<file path="src/rtl/det101_event_collector.sv">
// Collects per-lane "101" detector matches: saturating lane counters plus a
// timestamped show-ahead event FIFO drained over a valid/ready handshake.
module det101_event_collector #(
  parameter int TS_W  = 16,
  parameter int CNT_W = 8,
  parameter int DEPTH = 8
) (
  input  logic                       clk,
  input  logic                       rst,
  input  logic                       en,
  input  logic [2:0]                 y,
  input  logic                       clr_cnt,
  input  logic                       ev_ready,
  output logic                       ev_valid,
  output logic [2:0]                 ev_mask,
  output logic [TS_W-1:0]            ev_ts,
  output logic                       ev_ovf,
  output logic [CNT_W-1:0]           cnt_l0,
  output logic [CNT_W-1:0]           cnt_l1,
  output logic [CNT_W-1:0]           cnt_l2,
  output logic [$clog2(DEPTH):0]     level
);

  localparam int AW = $clog2(DEPTH);
  localparam int EW = 3 + TS_W;

  logic [EW-1:0]    r_mem [DEPTH];
  logic [AW:0]      r_wrPtr;
  logic [AW:0]      r_rdPtr;
  logic [TS_W-1:0]  r_ts;
  logic [CNT_W-1:0] r_cnt [3];
  logic             r_ovf;

  logic             w_empty;
  logic             w_full;
  logic             w_hit;
  logic             w_pop;
  logic             w_push;
  logic             w_drop;
  logic [EW-1:0]    w_head;

  // The extra pointer bit tells a full FIFO apart from an empty one.
  assign w_empty = (r_wrPtr == r_rdPtr);
  assign w_full  = (r_wrPtr[AW] != r_rdPtr[AW]) &&
                   (r_wrPtr[AW-1:0] == r_rdPtr[AW-1:0]);
  assign w_hit   = en && (y != 3'b000);
  assign w_pop   = !w_empty && ev_ready;
  assign w_push  = w_hit && (!w_full || w_pop);
  assign w_drop  = w_hit && w_full && !w_pop;
  assign w_head  = r_mem[r_rdPtr[AW-1:0]];

  assign ev_valid = !w_empty;
  assign ev_mask  = w_empty ? 3'b000 : w_head[EW-1:TS_W];
  assign ev_ts    = w_empty ? '0 : w_head[TS_W-1:0];
  assign ev_ovf   = r_ovf;
  assign cnt_l0   = r_cnt[0];
  assign cnt_l1   = r_cnt[1];
  assign cnt_l2   = r_cnt[2];
  assign level    = r_wrPtr - r_rdPtr;

  always_ff @(posedge clk) begin
    if (rst) begin
      r_wrPtr <= '0;
      r_rdPtr <= '0;
      r_ts    <= '0;
    end else begin
      r_ts <= r_ts + 1'b1;
      if (w_push) begin
        r_mem[r_wrPtr[AW-1:0]] <= {y, r_ts};
        r_wrPtr                <= r_wrPtr + 1'b1;
      end
      if (w_pop) begin
        r_rdPtr <= r_rdPtr + 1'b1;
      end
    end
  end

  // A clear wins over a same-cycle increment or overflow set.
  always_ff @(posedge clk) begin
    if (rst || clr_cnt) begin
      r_ovf <= 1'b0;
      for (int i = 0; i < 3; i++) begin
        r_cnt[i] <= '0;
      end
    end else begin
      if (w_drop) begin
        r_ovf <= 1'b1;
      end
      for (int i = 0; i < 3; i++) begin
        if (en && y[i] && (r_cnt[i] != {CNT_W{1'b1}})) begin
          r_cnt[i] <= r_cnt[i] + 1'b1;
        end
      end
    end
  end

endmodule

</file>
<file path="config.mk">
export PLATFORM = sky130hd
export DESIGN_NAME = det101_event_collector
export DESIGN_NICKNAME = d
export VERILOG_FILES = /design/src/rtl/det101_event_collector.sv
export SDC_FILE = /design/constraint.sdc
export NUM_CORES = 1
export LEC_CHECK = 0
export ABC_CLOCK_PERIOD_IN_PS = 4210
export CAP_MARGIN = 20
export CORE_ASPECT_RATIO = 1.1
export CORE_UTILIZATION = 35
export CTS_CLUSTER_SIZE = 40
export DETAILED_ROUTE_END_ITERATION = 7
export PLACE_DENSITY_LB_ADDON = 0.12
export SLEW_MARGIN = 20
export SYNTH_ARGS = -nofsm -noshare
export SYNTH_HDL_FRONTEND = slang
export SYNTH_SLANG_ARGS = --single-unit
</file>
<file path="constraint.sdc">
create_clock -name clk -period 4.21 [get_ports clk]
set_input_delay 0.842 -clock clk [delete_from_list [all_inputs] [get_ports clk]]
set_output_delay 0.842 -clock clk [all_outputs]
set_load 0.02 [all_outputs]
</file>
==> results of run 1 <==
==> power breakdown <==
group / internal, uW / switching [uW]
combinational: 400 / 428
clock: 1220 / 771
sequential: 2230 / 44.2
==> tightest hold or removal path, stage by stage (launching register included) <==
cell and delay (ns):
dfxtp_1 0.33, a21oi_1 0.12, nor3_1 0.05
==> layout by cell type (no fill, tap or decap), types with 6 or more instances in the layout <==
cell type        synthesis  layout
and3_1                   8       8
buf_4                    2      16
clkbuf_16                0      23
clkdlybuf4s50_1          0      56
clkinv_2                 0       6
dfxtp_1                 28      27
edfxtp_1               176     176
ha_1                     9       9
inv_1                   10      10
mux2i_1                 21      21
mux4_2                  38      38
nand2_1                 15      15
nand3_1                 17      17
nor2_1                  68      64
nor2b_1                  6       6
nor3_1                   9       6
xnor2_1                 23      23
xor2_1                  14      14
==> worst max-delay path by stage <==
stage	start	end
CTS	r_wrPtr[0]	ev_ts[13]
finish	r_wrPtr[0]	ev_ts[13]
floorplan	y[2]	r_mem[0][0]
detailed placement	y[2]	r_mem[6][1]
global route	r_wrPtr[0]	ev_ts[7]
global placement	y[0]	r_mem[6][1]
==> stage by stage <==
step | total power, uW | instances
detailed placement | 3170 | 855
floorplan | 2850 | 502
global placement | 3160 | 855
global route | 5310 | 895
CTS | 5170 | 895
finish | 5090 | 895
==> flip-flops by register name, summed over array words and instances (netlist names), named ones only <==
register and cells:
r_rdPtr 4, r_cnt 24, r_wrPtr 4, ev_ovf 1, r_ts 16, r_mem 152
==> cells by family after synthesis <==
kind of cell | after synthesis | share of synthesized area, %
mux | 59 | 12.8
buf+inv | 29 | 1.84
flops | 204 | 69.9
compound gates | 20 | 1.69
simple gates | 142 | 8.11
xor+xnor | 38 | 4.07
fa+ha+maj | 10 | 1.59
==> per-layer routing <==
layer / global-route usage (%) / wire [um]
met5: 0 / 0
met4: 3.71 / 246
met3: 2.31 / 662
met2: 23.7 / 7920
met1: 19.1 / 7620
==> final cells by class <==
type / instances / area (um^2) / area share, %
inverter: 10 / 37.5 / 0.372
tap: 300 / 375 / 3.72
multi-input combinational: 269 / 2400 / 23.7
clock buffer: 25 / 603 / 5.97
clock inverter: 15 / 163 / 1.61
sequential: 204 / 5850 / 57.9
timing repair buffer: 72 / 681 / 6.74
==> results.md, run 1 <==
* Final Max Slew Viols at 0
* Reg2Reg Launch Point: r_wrPtr[0]
* Mapped cell area at 0.00836 mm^2
* CP required at 3.37 ns
* Post-Place Worst Slack at 0.921 ns
* Number of hold-slack violations in the final timing report at 0
* Fin crit share at 87.6%
* H-tree depth at 1
* Hold buffer count at CTS at 0
* Initial antenna violation count at 0
* CTS clk-pin slew, worst paths at 0.06 ns
* Clock Skew at 0.00623 ns
* Worst Hold End: ev_ovf
* Vias per cell at 4.93
* Fin worst setup slack at 0.521 ns
* Status: complete, no violations
* Clock Tree Buf Depth at 3
* Fin nets at 597
* Crit Path Max Fanout at 20
* 1st-pass router iterations at 4
* Most numerous cell in the Yosys netlist: edfxtp_1
* Synthesis Warnings at 0
* CP startpoint kind: flip-flop
* Hpwl dp at 9860 um
* Row count at 58
* Area leader, netlist: edfxtp_1
* Relative slew slack at 39.2%
* Worst hold path depth at 2
* Residual DRC at 0
* Crit end category: primary output
* Max stage delay on crit path at 0.55 ns
* Critical path's top delay family: buffers and inverters
* CP Class: flip-flop to primary output
* Leak Pwr at 0.00325 uW
* Critical path arrival at 2.85 ns
* Post-CTS Setup Inserts at 0
* Mapped Nets at 520
* Flops & latches, synth at 204
* Worst-Margin Slew at 0.912 ns
* Cts repair resizes at 0
* Die H at 164 um
* Vias at 4411
* I/O pin total at 57
* R2r worst-path depth at 7
* Hold_sp: ev_ovf
* Num CTS Buffers at 22
* Global placement routability congestion at 0.731
* Antenna viol nets, final at 0
* Worst hold path type: flip-flop to flip-flop
* Primary FF master, synth: edfxtp_1
* Commonest cells in the synthesized netlist: 176 x edfxtp_1, 68 x nor2_1, 38 x mux4_2
* Setup_tns at 0 ns
* Initial Util at 36.1%
* Max-cap check violation count at 0
* Dpl cell area at 0.00934 mm^2
* Core region area at 0.0231 mm^2
* EDFF count, synth at 176
* Avg Cell Area, Syn at 16.6 um^2
* Yosys cell types at 39
* Area grow syn2layout at 20.9%
* Clock sink count at 204
* Peak supply drop at 0.332 mV
* Die width at 149 um
* Final Instance Area at 0.0101 mm^2
* Min Hold Slack at 0.548 ns
* Antenna fix cells at 0
* Synth top area share at 63.2%
* Worst path depth at 7
* Grt ovf at 0
* Pin count of the biggest net entering global routing at 39
* First-pass GRT wire length at 26600 um
* R2r setup slk at 1.55 ns
* Die area at 0.0245 mm^2
* CP max stage cell: clkdlybuf4s50_1
* RSZ-0062 raised after global routing: no
* Final min period at 3.69 ns
* Achievable Freq at 271 MHz
* Cells after Synth at 502
* Register area share after synthesis at 69.9%
* CTS tree: done
* DR iter-0 viols at 233
* Top post-synthesis cells by area: edfxtp_1 63%, mux4_2 10%, dfxtp_1 6.7%
* Cell area power density at 504 mW/mm^2
* Worst path bufs/invs at 3
* Total track usage at 14.2%
* Mean routed wirelength per cell at 18.4 um
* Final core area utilization at 43.6%
* Detailed Route WL at 16500 um
* Clk root buf: clkbuf_16
* Cell-by-cell listing of the critical path: inv_1 -> ha_1 -> nand3_1 -> nor2_2 -> buf_4 -> nor2_1 -> clkdlybuf4s50_1
* Asr flop ratio synth at 0%
* Critical R2R Capture: r_mem[6][0]
* Layout fillers at 2049
* Layout cell share with drive strength beyond 1 at 18.2%
* IO Port Bufs at 56
* # setup viols final at 0
* Number of global-route vias before repair at 4767
* Clock insertion delay at the later pin of the skew report at 0.49 ns
(Power assumes the default switching activity.)
==> inputs of run 2 (changes only) <==
- TNS_END_PERCENT: unset -> 50
==> results of run 2 <==
Same layout as run 1: the final DEF is identical, and so are final timing and power.
==> inputs of run 3 (changes only) <==
- ABC_CLOCK_PERIOD_IN_PS: 4210 -> 3740
- clock period: 4.21 -> 3.74 ns (I/O delays scaled with it)
==> run 3 against run 2 <==
Clock power grew 3%; sequential power rose by 13%; combinational power grew 14%; register-to-register slack worse by 0.29 ns; via count rose by 2.1%; utilization fell by 0.12 points; die area is the same; setup slack worse by 0.32 ns; sequential share of layout area increased by 0.17 points; total power up 9.2%; cell area fell by 0.27%; largest cell class unchanged; largest power group unchanged.
==> results.md, run 3 (synthesis results as in run 1) <==
* Crit path from: r_wrPtr[2]
* Die area at 0.0245 mm^2
* Clk root buf: clkbuf_16
* Commonest non-fill, non-tap cell in the layout: edfxtp_1
* Die H at 164 um
* Mean routed wirelength per cell at 18.8 um
* Residual DRC at 0
* Largest register FFs at 152
* Finished Layout Cells at 901
* CP startpoint kind: flip-flop
* 1st-pass router iterations at 4
* Area grow syn2layout at 20.5%
* Antenna fix cells at 0
* Detailed Route WL at 16900 um
* Status: complete, no violations
* Core region area at 0.0231 mm^2
* Die width at 149 um
* Worst-Margin Slew at 0.895 ns
* I/O pin total at 57
* Row count at 58
* Number of hold-slack violations in the final timing report at 0
* Leak Pwr at 0.00326 uW
* Num CTS Buffers at 22
* Antenna viol nets, final at 0
* Combinational share of power at 17.0%
* Crit end category: primary output
* Vias at 4502
* Hold buffer count at CTS at 0
* Relative slew slack at 40.3%
* DR iter-0 viols at 319
* H-tree depth at 1
* Grt ovf at 0
* Clock sink count at 204
* R2r setup slk at 1.26 ns
* Final Max Slew Viols at 0
* CP Class: flip-flop to primary output
* Global placement routability congestion at 0.758
* Max-cap check violation count at 0
* Fin nets at 603
* Achievable Freq at 283 MHz
* CP required at 2.99 ns
* Vias per cell at 5.00
* Sequential share of power at 46.2%
* Cell area power density at 552 mW/mm^2
* Initial antenna violation count at 0
* Most frequent cells in the layout: 176 x edfxtp_1, 64 x nor2_1, 56 x clkdlybuf4s50_1, 38 x mux4_2, 26 x dfxtp_1
* Reg2Reg Launch Point: r_wrPtr[2]
* Psw at 1370 uW
* Peak supply drop at 0.336 mV
* Int Pwr at 4190 uW
* Crit Path Max Fanout at 20
* CTS clk-pin slew, worst paths at 0.06 ns
* Hold_sp: ev_ovf
* Switching share of power at 24.6%
* Initial Util at 36.1%
* Number of global-route vias before repair at 4763
* Critical path arrival at 2.79 ns
* Min Hold Slack at 0.522 ns
* Worst hold path type: flip-flop to flip-flop
* Clock insertion delay at the later pin of the skew report at 0.49 ns
* Setup_tns at 0 ns
* Clock Tree Buf Depth at 3
* RSZ-0062 raised after global routing: no
* Final min period at 3.54 ns
* First-pass GRT wire length at 26900 um
* Layout cell share with drive strength beyond 1 at 18.0%
* Hpwl dp at 10500 um
* IO Port Bufs at 56
* Pin count of the biggest net entering global routing at 25
* Cells after DPL at 861
* Clock Skew at 0.00989 ns
* Fin crit share at 94.6%
* Clock share of power at 36.8%
* # setup viols final at 0
* Final core area utilization at 43.5%
* Total track usage at 14.5%
* CTS tree: done
==> run 3: cell count changes in the layout (fill, tap and decap cells not counted), moves of 2 or more <==
cell,delta
buf_4,+6
bufinv_16,-2
clkbuf_1,+6
clkinvlp_4,-4
==> run 3: stage by stage <==
step,area (um^2),power [uW],setup slack [ns]
after floorplan,8360,3210,0.0214
after global placement,9380,3570,0.615
after detailed placement,9380,3590,0.535
after CTS,10100,5650,0.112
after global routing,10100,5780,0.0760
final,10100,5560,0.204
==> run 3: timing repair <==
action | CTS | global route
endpoints found under the setup margin | 1 | 0
buffers inserted | 0 | 0
gates resized for setup | 1 | 0
==> run 3: path summary, 6_finish.rpt <==
kind / to / cells after the start
max: ev_mask[2] / 7
min: ev_ovf / 2
max reg2reg: r_mem[1][2] / 7
min reg2reg: ev_ovf / 2
==> run 3: power groups by stage <==
stage	Combinational, uW	Clock (uW)	Sequential (uW)
finish	942	2050	2570
global route	1020	2190	2580
CTS	974	2100	2570
detailed placement	971	0	2620
global placement	959	0	2610
floorplan	593	0	2620
==> run 3: area by class of cell <==
| type | instances | area, um^2 |
|---|---|---|
| Timing Repair Buffer | 78 | 726 |
| Sequential cell | 204 | 5850 |
| Clock buffer | 30 | 612 |
| Multi-Input combinational cell | 269 | 2400 |
| Tap cell | 300 | 375 |
| Clock inverter | 10 | 80.1 |
| Inverter | 10 | 37.5 |
| Fill cell | 2031 | 13100 |
==> run 3: critical path: stages (launching register included) <==
cell and delay, ns:
dfxtp_1 0.57, ha_1 0.34, nand3_1 0.10, buf_4 0.16
nor2_2 0.04, buf_4 0.23, nor2_1 0.21, clkdlybuf4s50_1 0.64
==> run 3: per-layer routing <==
layer	vias up	GRT usage [%]	part of all wire, %	wire [um]
li1	2092	-	-	-
met1	2284	20.1	45	7670
met2	101	23.9	48	8160
met3	25	1.89	5.1	859
met4	0	3.85	1.6	265
met5	-	0	0	0
